$ cat config.mk
export PLATFORM = sky130hd
export DESIGN_NAME = ascii_num_parser
export DESIGN_NICKNAME = d
export VERILOG_FILES = /design/src/rtl/ascii_num_pkg.sv /design/src/rtl/ascii_char_class.sv /design/src/rtl/ascii_num_parser.sv
export SDC_FILE = /design/constraint.sdc
export NUM_CORES = 1
export LEC_CHECK = 0
export ABC_AREA = 1
export BUFFER_PORTS_ARGS = -buffer_cell sky130_fd_sc_hd__buf_4
export CORE_MARGIN = 3
export CORE_UTILIZATION = 45
export CTS_CLUSTER_SIZE = 30
export DETAILED_ROUTE_END_ITERATION = 6
export GPL_TIMING_DRIVEN = 0
export PLACE_DENSITY_LB_ADDON = 0.15
export SYNTH_ARGS = -nofsm -noshare
export SYNTH_HDL_FRONTEND = slang
export SYNTH_HIERARCHICAL = 1
export SYNTH_SLANG_ARGS = --single-unit
$ cat constraint.sdc
create_clock -name clk -period 6.47 [get_ports clk]
set_clock_uncertainty 0.15 [all_clocks]
set_input_delay 0.647 -clock clk [delete_from_list [all_inputs] [get_ports clk]]
set_output_delay 0.647 -clock clk [all_outputs]
set_load 0.02 [all_outputs]
$ cat src/rtl/ascii_num_pkg.sv
`default_nettype none
// ============================================================================
// Module   : ascii_num_pkg
// Brief    : Shared types and ASCII constants for the ASCII number parser.
// Revision : 1.0
// ============================================================================
package ascii_num_pkg;

    typedef enum logic [2:0] {
        S_IDLE  = 3'd0,
        S_NEG   = 3'd1,
        S_DIGIT = 3'd2,
        S_EMIT  = 3'd3,
        S_DONE  = 3'd4,
        S_ERR   = 3'd5
    } state_t;

    typedef enum logic [1:0] {
        ERR_NONE      = 2'd0,
        ERR_BADCHAR   = 2'd1,
        ERR_MALFORMED = 2'd2,
        ERR_OVERFLOW  = 2'd3
    } err_t;

    localparam logic [7:0] c_ascii_space = 8'h20;
    localparam logic [7:0] c_ascii_minus = 8'h2D;
    localparam logic [7:0] c_ascii_zero  = 8'h30;
    localparam logic [7:0] c_ascii_nine  = 8'h39;

endpackage
`default_nettype wire

$ cat src/rtl/ascii_char_class.sv
`default_nettype none
// ============================================================================
// Module   : ascii_char_class
// Brief    : Combinational classifier for one ASCII character.
// Revision : 1.0
// ============================================================================
module ascii_char_class
    import ascii_num_pkg::*;
(
    input  logic [7:0] char_data,
    output logic       is_digit,
    output logic       is_space,
    output logic       is_minus,
    output logic [3:0] digit_val
);

    always_comb begin
        is_digit  = (char_data >= c_ascii_zero) && (char_data <= c_ascii_nine);
        is_space  = (char_data == c_ascii_space);
        is_minus  = (char_data == c_ascii_minus);
        // '0'..'9' are 0x30..0x39, so the low nibble is the digit value
        digit_val = is_digit ? char_data[3:0] : 4'd0;
    end

endmodule
`default_nettype wire

$ cat src/rtl/ascii_num_parser.sv
`default_nettype none
// ============================================================================
// Module   : ascii_num_parser
// Brief    : Parses space-separated signed decimal ASCII into a number stream.
// Revision : 1.0
// ============================================================================
module ascii_num_parser
    import ascii_num_pkg::*;
#(
    parameter int DATA_WIDTH  = 32,
    parameter int COUNT_WIDTH = 16
)(
    input  logic                   clk,
    input  logic                   rst_n,
    input  logic                   clear,
    input  logic [7:0]             char_data,
    input  logic                   char_valid,
    input  logic                   char_last,
    output logic                   char_ready,
    output logic [DATA_WIDTH-1:0]  num_data,
    output logic                   num_valid,
    output logic                   num_last,
    input  logic                   num_ready,
    output logic [COUNT_WIDTH-1:0] num_count,
    output logic                   done,
    output logic                   error,
    output logic [1:0]             error_code
);

    // Four guard bits keep mag*10+9 from wrapping before the range check
    localparam int c_mag_w = DATA_WIDTH + 4;
    localparam logic [c_mag_w-1:0] c_pos_max =
        {{(c_mag_w-DATA_WIDTH+1){1'b0}}, {(DATA_WIDTH-1){1'b1}}};
    localparam logic [c_mag_w-1:0] c_neg_max = c_pos_max + c_mag_w'(1);

    state_t                 r_state, w_state_nxt;
    err_t                   r_err, w_err_nxt;
    logic [c_mag_w-1:0]     r_mag, w_mag_nxt;
    logic                   r_neg, w_neg_nxt;
    logic                   r_last, w_last_nxt;
    logic [COUNT_WIDTH-1:0] r_count;
    logic                   r_live;

    logic                   w_is_digit, w_is_space, w_is_minus, w_is_bad;
    logic [3:0]             w_digit;
    logic [c_mag_w-1:0]     w_digit_ext, w_mag_acc, w_limit;
    logic [DATA_WIDTH-1:0]  w_mag_trunc, w_num_val;
    logic                   w_accept, w_handshake;

    ascii_char_class u_class (
        .char_data (char_data),
        .is_digit  (w_is_digit),
        .is_space  (w_is_space),
        .is_minus  (w_is_minus),
        .digit_val (w_digit)
    );

    assign w_is_bad    = !(w_is_digit || w_is_space || w_is_minus);
    assign w_accept    = char_valid && char_ready;
    assign w_handshake = (r_state == S_EMIT) && num_ready;
    assign w_digit_ext = {{(c_mag_w-4){1'b0}}, w_digit};
    assign w_mag_acc   = r_mag * c_mag_w'(10) + w_digit_ext;
    assign w_limit     = r_neg ? c_neg_max : c_pos_max;
    assign w_mag_trunc = r_mag[DATA_WIDTH-1:0];
    assign w_num_val   = r_neg ? (-w_mag_trunc) : w_mag_trunc;

    always_comb begin
        w_state_nxt = r_state;
        w_err_nxt   = r_err;
        w_mag_nxt   = r_mag;
        w_neg_nxt   = r_neg;
        w_last_nxt  = r_last;
        case (r_state)
            S_IDLE: begin
                if (w_accept) begin
                    if (w_is_bad) begin
                        w_state_nxt = S_ERR;
                        w_err_nxt   = ERR_BADCHAR;
                    end else if (w_is_digit) begin
                        w_mag_nxt   = w_digit_ext;
                        w_neg_nxt   = 1'b0;
                        w_last_nxt  = char_last;
                        w_state_nxt = char_last ? S_EMIT : S_DIGIT;
                    end else if (w_is_minus) begin
                        w_neg_nxt = 1'b1;
                        if (char_last) begin
                            w_state_nxt = S_ERR;
                            w_err_nxt   = ERR_MALFORMED;
                        end else begin
                            w_state_nxt = S_NEG;
                        end
                    end else if (char_last) begin
                        w_state_nxt = S_DONE;
                    end
                end
            end
            S_NEG: begin
                if (w_accept) begin
                    if (w_is_bad) begin
                        w_state_nxt = S_ERR;
                        w_err_nxt   = ERR_BADCHAR;
                    end else if (w_is_digit) begin
                        w_mag_nxt   = w_digit_ext;
                        w_last_nxt  = char_last;
                        w_state_nxt = char_last ? S_EMIT : S_DIGIT;
                    end else begin
                        w_state_nxt = S_ERR;
                        w_err_nxt   = ERR_MALFORMED;
                    end
                end
            end
            S_DIGIT: begin
                if (w_accept) begin
                    if (w_is_bad) begin
                        w_state_nxt = S_ERR;
                        w_err_nxt   = ERR_BADCHAR;
                    end else if (w_is_digit) begin
                        if (w_mag_acc > w_limit) begin
                            w_state_nxt = S_ERR;
                            w_err_nxt   = ERR_OVERFLOW;
                        end else begin
                            w_mag_nxt   = w_mag_acc;
                            w_last_nxt  = char_last;
                            w_state_nxt = char_last ? S_EMIT : S_DIGIT;
                        end
                    end else if (w_is_space) begin
                        w_last_nxt  = char_last;
                        w_state_nxt = S_EMIT;
                    end else begin
                        w_state_nxt = S_ERR;
                        w_err_nxt   = ERR_MALFORMED;
                    end
                end
            end
            S_EMIT: begin
                if (num_ready) begin
                    w_state_nxt = r_last ? S_DONE : S_IDLE;
                    w_last_nxt  = 1'b0;
                end
            end
            default: ;
        endcase
    end

    always_ff @(posedge clk or negedge rst_n) begin
        if (!rst_n) begin
            r_state <= S_IDLE;
            r_err   <= ERR_NONE;
            r_mag   <= '0;
            r_neg   <= 1'b0;
            r_last  <= 1'b0;
            r_count <= '0;
            r_live  <= 1'b0;
        end else begin
            r_live <= 1'b1;
            // clear wins over a pending handshake: the number is dropped uncounted
            if (clear) begin
                r_state <= S_IDLE;
                r_err   <= ERR_NONE;
                r_mag   <= '0;
                r_neg   <= 1'b0;
                r_last  <= 1'b0;
                r_count <= '0;
            end else begin
                r_state <= w_state_nxt;
                r_err   <= w_err_nxt;
                r_mag   <= w_mag_nxt;
                r_neg   <= w_neg_nxt;
                r_last  <= w_last_nxt;
                if (w_handshake) begin
                    r_count <= r_count + 1'b1;
                end
            end
        end
    end

    assign char_ready = r_live && ((r_state == S_IDLE) || (r_state == S_NEG) ||
                                   (r_state == S_DIGIT));
    assign num_valid  = (r_state == S_EMIT);
    assign num_last   = num_valid && r_last;
    assign num_data   = num_valid ? w_num_val : '0;
    assign num_count  = r_count;
    assign done       = (r_state == S_DONE);
    assign error      = (r_state == S_ERR);
    assign error_code = r_err;

endmodule
`default_nettype wire

==> run_results.csv, run 1 <==
group,metric,value,unit
critical_path,crit_top_cell,"nand2_1",
floorplan,num_rows,50,
critical_path,r2r_cells,31,
timing,relSlewSlack,18.2,%
timing,grt_setup_unrepaired,"false",
timing,period_share,91.3,%
floorplan,boundaryPins,69,
critical_path,cp-start-kind,"register",
grt,grtUsageMet1,35.2,%
floorplan,die_h,145,um
grt,grt_max_degree,60,
logic_synthesis,ys_ff_latch,59,
floorplan,dieArea,21000,um2
critical_path,critical_path.slowest_cell,"fa_1",
logic_synthesis,netlist_area,8690,um2
timing,slew_viol_final,0,
route,wire_per_inst,14.3,um
layout,final_cells,1811,
floorplan,chipWidth,145,um
layout,final_nets,1662,
logic_synthesis,yosysMostFrequentCell,"nand2_1",
grt,use_met2,39.6,%
timing,fmax,169,MHz
route,via_count,9466,
critical_path,critical_path_arrival,5.97,ns
layout,drive_gt1_share,11.2,%
clock_tree,cts_resized,0,
layout,fin_util,52.2,%
flow_run,drv_cap,0,
grt,overflow,0,
clock_tree,root_buffer,"clkbuf_16",
critical_path,path_class,"reg2reg",
critical_path,critPathMaxStageDelay,0.48,ns
grt,grt_pass1_wl,43300,um
logic_synthesis,synth.top_cells.by_area,"nand2_1 20%, dfrtp_1 17%, ha_1 14%",
grt,grt_pass1_vias,8720,
logic_synthesis,yosysWarnings,6,
timing,tightest_slew,1.23,ns
clock_tree,ctsHtreeMaxLevel,3,
critical_path,cp_max_fo,10,
route,drt_first_pass_iters,5,
timing,fin_crit,5.90,ns
logic_synthesis,synthesis.nets,1583,
logic_synthesis,synth.avg_cell_area,5.93,um2
logic_synthesis,yosys.area.top_type,"nand2_1",
placement,dpl_cell_area,9530,um2
power_and_ir_drop,max-vdd-ir-drop,0.145,mV
placement,gp_congestion,0.961,
route,ant_nets,0,
grt,busiest_layer,"met2",
grt,gr-usage-met3,3.00,%
logic_synthesis,ys.flop_type,"dfrtp_1",
critical_path,required,6.54,ns
clock_tree,cts-buffers-inserted,9,
clock_tree,clk_pin_slew,0.06,ns
clock_tree,clockBufferDepth,2,
power_and_ir_drop,p_leak,5.50,nW
run_status,status,"finished clean",
clock_tree,cts_tree,"done",
floorplan,initial_utilization,46.2,%
timing,hold_viol_final,0,
worst_hold_path,hp-class,"in2async",
critical_path,critPathCaptureType,"register",
placement,dp_hpwl,21500,um
placement,port_buffers,68,
clock_tree,cts_sinks,59,
logic_synthesis,synthCells,1467,
layout,final_cell_area,9820,um2
logic_synthesis,synth_cell_types,45,
layout,diodes,0,
route,drc,0,
timing,finalSetupViolations,0,
grt,antenna_found_initial,0,
logic_synthesis,yosys.area.top_type_share,19.8,%
floorplan,coreArea,18800,um2
clock_tree,insertion_delay,0.33,ns
timing,tns,0,ns
logic_synthesis,synth_commonest_cells,"459 x nand2_1, 238 x inv_1, 143 x nor2_1",
logic_synthesis,synth_async_sr_flop_share,100,%
logic_synthesis,synth_edf_count,0,
layout,syn_to_final_growth,13.0,%
route,drtIter0Drc,630,
route,via_per_inst,5.23,
clock_tree,ctsHoldBuffers,0,
power_and_ir_drop,powerDensity,130,nW/um2
timing,hold_ws,0.244,ns
placement,placed_cells,1795,
route,drt-total-wl,25900,um
clock_tree,cts_setup_buffers,0,
grt,grt_usage,24.6,%
logic_synthesis,yosysSeqAreaShare,17.0,%
-- routing by layer --
layer	vias up	wire length, um	share of wire (%)
li1	4858	-	-
met1	4284	12300	48
met2	280	11400	44
met3	44	1540	5.9
met4	0	639	2.5
met5	-	0	0
-- metrics by stage --
step / setup WS, ns / power [W]
final: 0.566 / 0.00128
after global routing: 0.148 / 0.00135
after CTS: 0.670 / 0.00128
after detailed placement: 0.679 / 0.000799
after global placement: 0.774 / 0.000795
after floorplan: 1.87 / 0.000679
-- layout make-up --
cell class,count,area (um2)
Clock inverter,7,68.8
Timing Repair Buffer,68,510
Inverter,251,947
Fill cell,2000,9010
Buffer,21,115
Sequential cell,59,1480
Tap cell,260,325
Clock buffer,9,225
Multi-Input combinational cell,1136,6150
-- critical path: cells and delay by family, from the launching register on --
family | cells | cell delay, ns
DFF | 1 | 0.46
buffers and inverters | 3 | 0.42
xor gates and xnor gates | 1 | 0.18
AOI/OAI and AO/OA | 1 | 0.07
adders and majority gates | 4 | 1.42
and+or+nand+nor | 22 | 3.08
-- state kept, by name (all words and copies together) (netlist names) --
| name | count |
|---|---|
| r_mag | 35 |
| r_state | 3 |
| r_last | 1 |
| num_count | 16 |
| error_code | 2 |
| r_neg | 1 |
| r_live | 1 |
-- where the power goes --
part / internal, W / switching, W
registers: 0.000390 / 0.0000251
clock network: 0.000296 / 0.000183
logic: 0.000122 / 0.000264
total: 0.000808 / 0.000472
-- cells by family after synthesis --
logic type / after synthesis / share of synthesized area (%)
adder cells (fa/ha/maj): 102 / 14.9
AND/OR/NAND/NOR: 831 / 42.0
multiplexers: 2 / 0.230
other: 1 / 0.0431
flip-flops: 59 / 17.0
AO/OA/AOI/OAI: 174 / 11.0
XOR/XNOR: 26 / 2.62
buffers and inverters: 272 / 12.2
-- placed cells by master, fill, tap and decap left out, drive strengths merged, types with 3 or more instances in the layout --
| cell type | instances |
|---|---|
| xor2 | 25 |
| o21a | 3 |
| nor2 | 164 |
| inv | 251 |
| a21oi | 75 |
| a211oi | 5 |
| nor3b | 3 |
| and2 | 6 |
| nor4 | 6 |
| nand4 | 25 |
| nor3 | 37 |
| clkinv | 4 |
| nand3 | 104 |
| dfrtp | 59 |
| o21ai | 80 |
| clkbuf | 22 |
| and3 | 4 |
| buf | 76 |
| nand2 | 481 |
| ha | 100 |
-- worst paths after layout --
kind                       slack, ns                         to                       from
setup / recovery                0.57       r_mag[1]$_DFFE_PN0P_       r_mag[1]$_DFFE_PN0P_
hold / removal                  0.24  num_count[11]$_DFFE_PN0P_                      rst_n
setup reg to reg                0.57       r_mag[1]$_DFFE_PN0P_       r_mag[1]$_DFFE_PN0P_
hold reg to reg                 0.33  error_code[1]$_DFFE_PN0P_  error_code[1]$_DFFE_PN0P_
max in group asynchronous       5.40      r_mag[17]$_DFFE_PN0P_                      rst_n
min in group clk                0.33  error_code[1]$_DFFE_PN0P_  error_code[1]$_DFFE_PN0P_
(Power assumes the default switching activity.)
==> inputs of run 2 (changes only) <==
- SYNTH_HIERARCHICAL: 1 -> not set
==> run_results.csv, run 2 <==
group,metric,value,unit
logic_synthesis,synth_cell_types,40,
logic_synthesis,yosysSeqAreaShare,17.0,%
route,wire_per_inst,14.6,um
logic_synthesis,yosysMostFrequentCell,"nand2_1",
placement,gp_congestion,0.940,
logic_synthesis,synthesis.nets,1568,
grt,grt_max_degree,60,
grt,use_met2,40.6,%
route,drc,0,
layout,fillCellCount,2019,
placement,dp_hpwl,21500,um
timing,fmax,169,MHz
critical_path,cp_max_fo,8,
logic_synthesis,ys_ff_latch,59,
logic_synthesis,yosys.area.top_type,"nand2_1",
layout,final_common_cell,"nand2_1",
layout,largest_register,"r_mag",
grt,antenna_found_initial,0,
grt,grtUsageMet1,36.5,%
grt,grt_pass1_vias,8352,
route,ant_nets,0,
power_and_ir_drop,max-vdd-ir-drop,0.194,mV
timing,grt_setup_unrepaired,"false",
logic_synthesis,netlist_area,8670,um2
logic_synthesis,synthCells,1452,
layout,largest_reg_flops,35,
clock_tree,clk_pin_slew,0.06,ns
logic_synthesis,synth_commonest_cells,"452 x nand2_1, 214 x inv_1, 132 x nor2_1",
logic_synthesis,synth_edf_count,0,
grt,grt_usage,25.1,%
route,drt-total-wl,26200,um
clock_tree,ctsHtreeMaxLevel,3,
power_and_ir_drop,p_leak,5.39,nW
layout,drive_gt1_share,12.0,%
floorplan,num_rows,50,
power_and_ir_drop,finalPower,0.00180,W
floorplan,die_h,145,um
logic_synthesis,ys.flop_type,"dfrtp_1",
layout,diodes,0,
clock_tree,cts_sinks,59,
timing,fin_crit,5.92,ns
critical_path,critPathMaxStageDelay,0.59,ns
grt,busiest_layer,"met2",
critical_path,crit_path_start,"char_data[3]",
timing,tightest_slew,1.31,ns
logic_synthesis,synth.top_cells.by_area,"nand2_1 20%, dfrtp_1 17%, ha_1 14%",
layout,mostFrequentLayoutCells,"452 x nand2_1, 214 x inv_1, 132 x nor2_1",
layout,final_nets,1646,
timing,relSlewSlack,12.5,%
clock_tree,clockBufferDepth,2,
critical_path,critPathCaptureType,"register",
logic_synthesis,synth_async_sr_flop_share,100,%
clock_tree,insertion_delay,0.33,ns
timing,tns,0,ns
layout,syn_to_final_growth,13.6,%
logic_synthesis,synth.avg_cell_area,5.97,um2
floorplan,chipWidth,145,um
route,drt_first_pass_iters,5,
route,via_count,9430,
clock_tree,cts_setup_buffers,0,
critical_path,critical_path.slowest_cell,"o21ai_1",
critical_path,required,6.57,ns
power_and_ir_drop,powerDensity,183,nW/um2
run_status,status,"finished clean",
clock_tree,ctsHoldBuffers,0,
route,drtIter0Drc,795,
floorplan,boundaryPins,69,
placement,port_buffers,67,
flow_run,drv_cap,0,
critical_path,path_class,"in2reg",
grt,grt_pass1_wl,42300,um
critical_path,critical_path_arrival,6.02,ns
timing,period_share,91.5,%
grt,overflow,0,
clock_tree,cts_resized,0,
timing,hold_viol_final,0,
timing,finalSetupViolations,0,
route,via_per_inst,5.25,
timing,slew_viol_final,0,
floorplan,initial_utilization,46.1,%
clock_tree,cts-buffers-inserted,9,
floorplan,dieArea,21000,um2
clock_tree,cts_tree,"done",
critical_path,cp-start-kind,"input pin",
critical_path,r2r_start,"r_mag[1]$_DFFE_PN0P_",
floorplan,coreArea,18800,um2
grt,gr-usage-met3,2.83,%
logic_synthesis,yosys.area.top_type_share,19.6,%
critical_path,crit_top_cell,"nand2_1",
logic_synthesis,yosysWarnings,0,
worst_hold_path,hp-class,"in2async",
clock_tree,root_buffer,"clkbuf_16",
[run 2: kinds of logic after synthesis]
family | Yosys count | share of synthesized area, %
AOI/OAI and AO/OA | 206 | 13.8
xor gates and xnor gates | 29 | 2.93
adders and majority gates | 102 | 14.9
buffers and inverters | 244 | 11.1
DFF | 59 | 17.0
other | 1 | 0.0432
and+or+nand+nor | 811 | 40.2
[run 2: power by group]
group / switching, W / internal [W] / total (W)
Sequential: 0.0000615 / 0.000390 / 0.000452
Clock: 0.000180 / 0.000387 / 0.000567
Combinational: 0.000543 / 0.000239 / 0.000782
Total: 0.000785 / 0.00102 / 0.00180
[run 2: per-layer routing]
layer	vias up	share of wire [%]
li1	4863	-
met1	4275	48
met2	266	45
met3	26	5.5
met4	0	1.5
met5	-	0
[run 2: stage by stage]
stage | utilization (%) | setup WS (ns) | instance area (um2) | hold WS [ns] | std cells
global route | 52.3 | 0.102 | 9850 | 0.301 | 1795
CTS | 52.3 | 0.643 | 9850 | 0.281 | 1795
global placement | 50.5 | 0.326 | 9500 | 0.315 | 1779
finish | 52.3 | 0.552 | 9850 | 0.247 | 1795
floorplan | - | 1.66 | 8670 | 0.201 | 1452
detailed placement | 50.5 | 0.318 | 9500 | 0.315 | 1779
[run 2: final cells by class]
cell class                 instances  area, um2  share of cell area, %
sequential                        59       1480                   15.0
multi-input combinational       1149       6230                   63.3
buffer                            20        121                   1.23
tap                              260        325                   3.30
clock inverter                     6        111                   1.13
inverter                         224        841                   8.54
clock buffer                      10        239                   2.43
timing repair buffer              67        503                   5.11
[run 2: path summary, 6_finish.rpt]
check	to	cells after the start	slack [ns]
min in group clk	error_code[1]$_DFFE_PN0P_	2	0.33
max	r_mag[2]$_DFFE_PN0P_	33	0.55
max reg2reg	r_mag[2]$_DFFE_PN0P_	30	0.82
max in group asynchronous	error_code[1]$_DFFE_PN0P_	1	5.40
min	num_count[14]$_DFFE_PN0P_	1	0.25
min reg2reg	error_code[1]$_DFFE_PN0P_	2	0.33
[run 2: worst max-delay path: cells and delay by family]
| family | cells | cell delay (ns) |
|---|---|---|
| buffers and inverters | 5 | 0.79 |
| and+or+nand+nor | 20 | 2.68 |
| AOI/OAI and AO/OA | 5 | 1.22 |
| adders and majority gates | 2 | 0.46 |
| xor gates and xnor gates | 1 | 0.20 |
==> inputs of run 3 (changes only) <==
- CELL_PAD_IN_SITES_DETAIL_PLACEMENT: not set -> 0
- CELL_PAD_IN_SITES_GLOBAL_PLACEMENT: not set -> 1
- CORE_MARGIN: 3 -> not set
- CORE_UTILIZATION: 45 -> 44
==> run_results.csv, run 3 (same netlist as run 2, synthesis figures left out) <==
group,metric,value,unit
grt,overflow,0,
route,drt-total-wl,26400,um
grt,grt_usage,27.2,%
route,drc,0,
critical_path,cp-start-kind,"register",
power_and_ir_drop,power.switching,0.000781,W
placement,dp_hpwl,21900,um
clock_tree,clk_pin_slew,0.06,ns
critical_path,critPathMaxStageDelay,0.49,ns
layout,largest_reg_flops,35,
power_and_ir_drop,p_int,0.000929,W
timing,tightest_slew,1.30,ns
placement,port_buffers,67,
floorplan,boundaryPins,69,
clock_tree,clockBufferDepth,2,
layout,final_nets,1646,
critical_path,required,6.57,ns
floorplan,chipWidth,142,um
route,drtIter0Drc,646,
layout,final_common_cell,"nand2_1",
timing,slew_viol_final,0,
clock_tree,cts_resized,0,
critical_path,path_class,"reg2reg",
power_and_ir_drop,powerDensity,174,nW/um2
worst_hold_path,hp-class,"in2async",
power_and_ir_drop,max-vdd-ir-drop,0.176,mV
layout,drive_gt1_share,12.1,%
grt,grt_pass1_vias,8644,
timing,grt_setup_unrepaired,"false",
floorplan,dieArea,20300,um2
critical_path,critPathBufInv,1,
timing,period_share,88.9,%
timing,hold_viol_final,0,
placement,gp_congestion,0.887,
layout,diodes,0,
floorplan,initial_utilization,45.6,%
critical_path,critical_path.slowest_cell,"dfrtp_1",
timing,relSlewSlack,13.3,%
flow_run,drv_cap,0,
layout,largest_register,"r_mag",
critical_path,cpLargestDelayFamily,"simple AND/OR/NAND/NOR gates",
route,via_count,9264,
critical_path,critical_path_arrival,5.86,ns
grt,antenna_found_initial,0,
route,drt_first_pass_iters,5,
timing,finalSetupViolations,0,
route,wire_per_inst,14.7,um
route,via_per_inst,5.16,
grt,grt_pass1_wl,43200,um
clock_tree,cts-buffers-inserted,9,
timing,fmax,174,MHz
layout,mostFrequentLayoutCells,"452 x nand2_1, 214 x inv_1, 132 x nor2_1",
power_and_ir_drop,seqPwrFrac,26.4,%
timing,tns,0,ns
clock_tree,root_buffer,"clkbuf_16",
clock_tree,cts_sinks,59,
power_and_ir_drop,swShare,45.7,%
power_and_ir_drop,p_leak,5.36,nW
power_and_ir_drop,finalPower,0.00171,W
floorplan,coreArea,19000,um2
floorplan,num_rows,50,
clock_tree,cts_setup_buffers,0,
route,ant_nets,0,
grt,grt_max_degree,60,
timing,fin_crit,5.75,ns
clock_tree,ctsHtreeMaxLevel,3,
run_status,status,"finished clean",
floorplan,die_h,142,um
critical_path,cp_max_fo,7,
clock_tree,ctsHoldBuffers,0,
clock_tree,insertion_delay,0.33,ns
clock_tree,cts_tree,"done",
critical_path,crit_top_cell,"nand2_1",
layout,syn_to_final_growth,13.1,%
power_and_ir_drop,pwr-share-clk,28.6,%
critical_path,critPathCaptureType,"register",
power_and_ir_drop,p_comb_share,45.0,%
==> run 3: through the flow <==
step	worst slack (ns)	instance area, um2	hold WS, ns	utilization, %	cells
finish	0.718	9810	0.248	51.6	1795
global route	0.274	9810	0.309	51.6	1795
CTS	0.601	9800	0.279	51.5	1795
detailed placement	0.260	9500	0.314	50.0	1779
global placement	0.255	9500	0.309	50.0	1779
floorplan	1.66	8670	0.201	-	1452
==> run 3: final timing paths <==
check	end	depth (start not counted)	from	slack, ns
max	r_mag[2]$_DFFE_PN0P_	30	r_mag[1]$_DFFE_PN0P_	0.72
min	r_mag[33]$_DFFE_PN0P_	1	rst_n	0.25
max reg2reg	r_mag[2]$_DFFE_PN0P_	30	r_mag[1]$_DFFE_PN0P_	0.72
min reg2reg	error_code[0]$_DFFE_PN0P_	2	error_code[0]$_DFFE_PN0P_	0.33
max in group asynchronous	r_state[0]$_DFFE_PN0P_	1	rst_n	5.40
min in group clk	error_code[0]$_DFFE_PN0P_	2	error_code[0]$_DFFE_PN0P_	0.33
==> run 3: routing by layer <==
metal / track usage (%) / wire [um] / vias up
met3: 3.63 / 1100 / 28
li1: - / - / 4851
met4: 6.00 / 507 / 0
met5: 0 / 0 / -
met1: 37.7 / 13000 / 4183
met2: 44.5 / 11800 / 202
==> run 3: layout make-up <==
cell class              instances  area (um2)
clock inverters                 7        76.3
inverters                     224         841
flip-flops and latches         59        1480
fillers                      2084        9210
multi-input cells            1149        6240
well taps                     260         325
clock buffers                   9         225
plain buffers                  20         121
repair buffers                 67         503
==> run 3: power groups by stage <==
| stage | Clock (W) | Sequential (W) | Combinational, W |
|---|---|---|---|
| 2_1_floorplan | 0 | 0.000443 | 0.000542 |
| 3_3_place_gp | 0 | 0.000455 | 0.000754 |
| 3_5_place_dp | 0 | 0.000457 | 0.000760 |
| 4_1_cts | 0.000498 | 0.000450 | 0.000761 |
| 5_1_grt | 0.000517 | 0.000457 | 0.000851 |
| 6_report | 0.000489 | 0.000451 | 0.000769 |
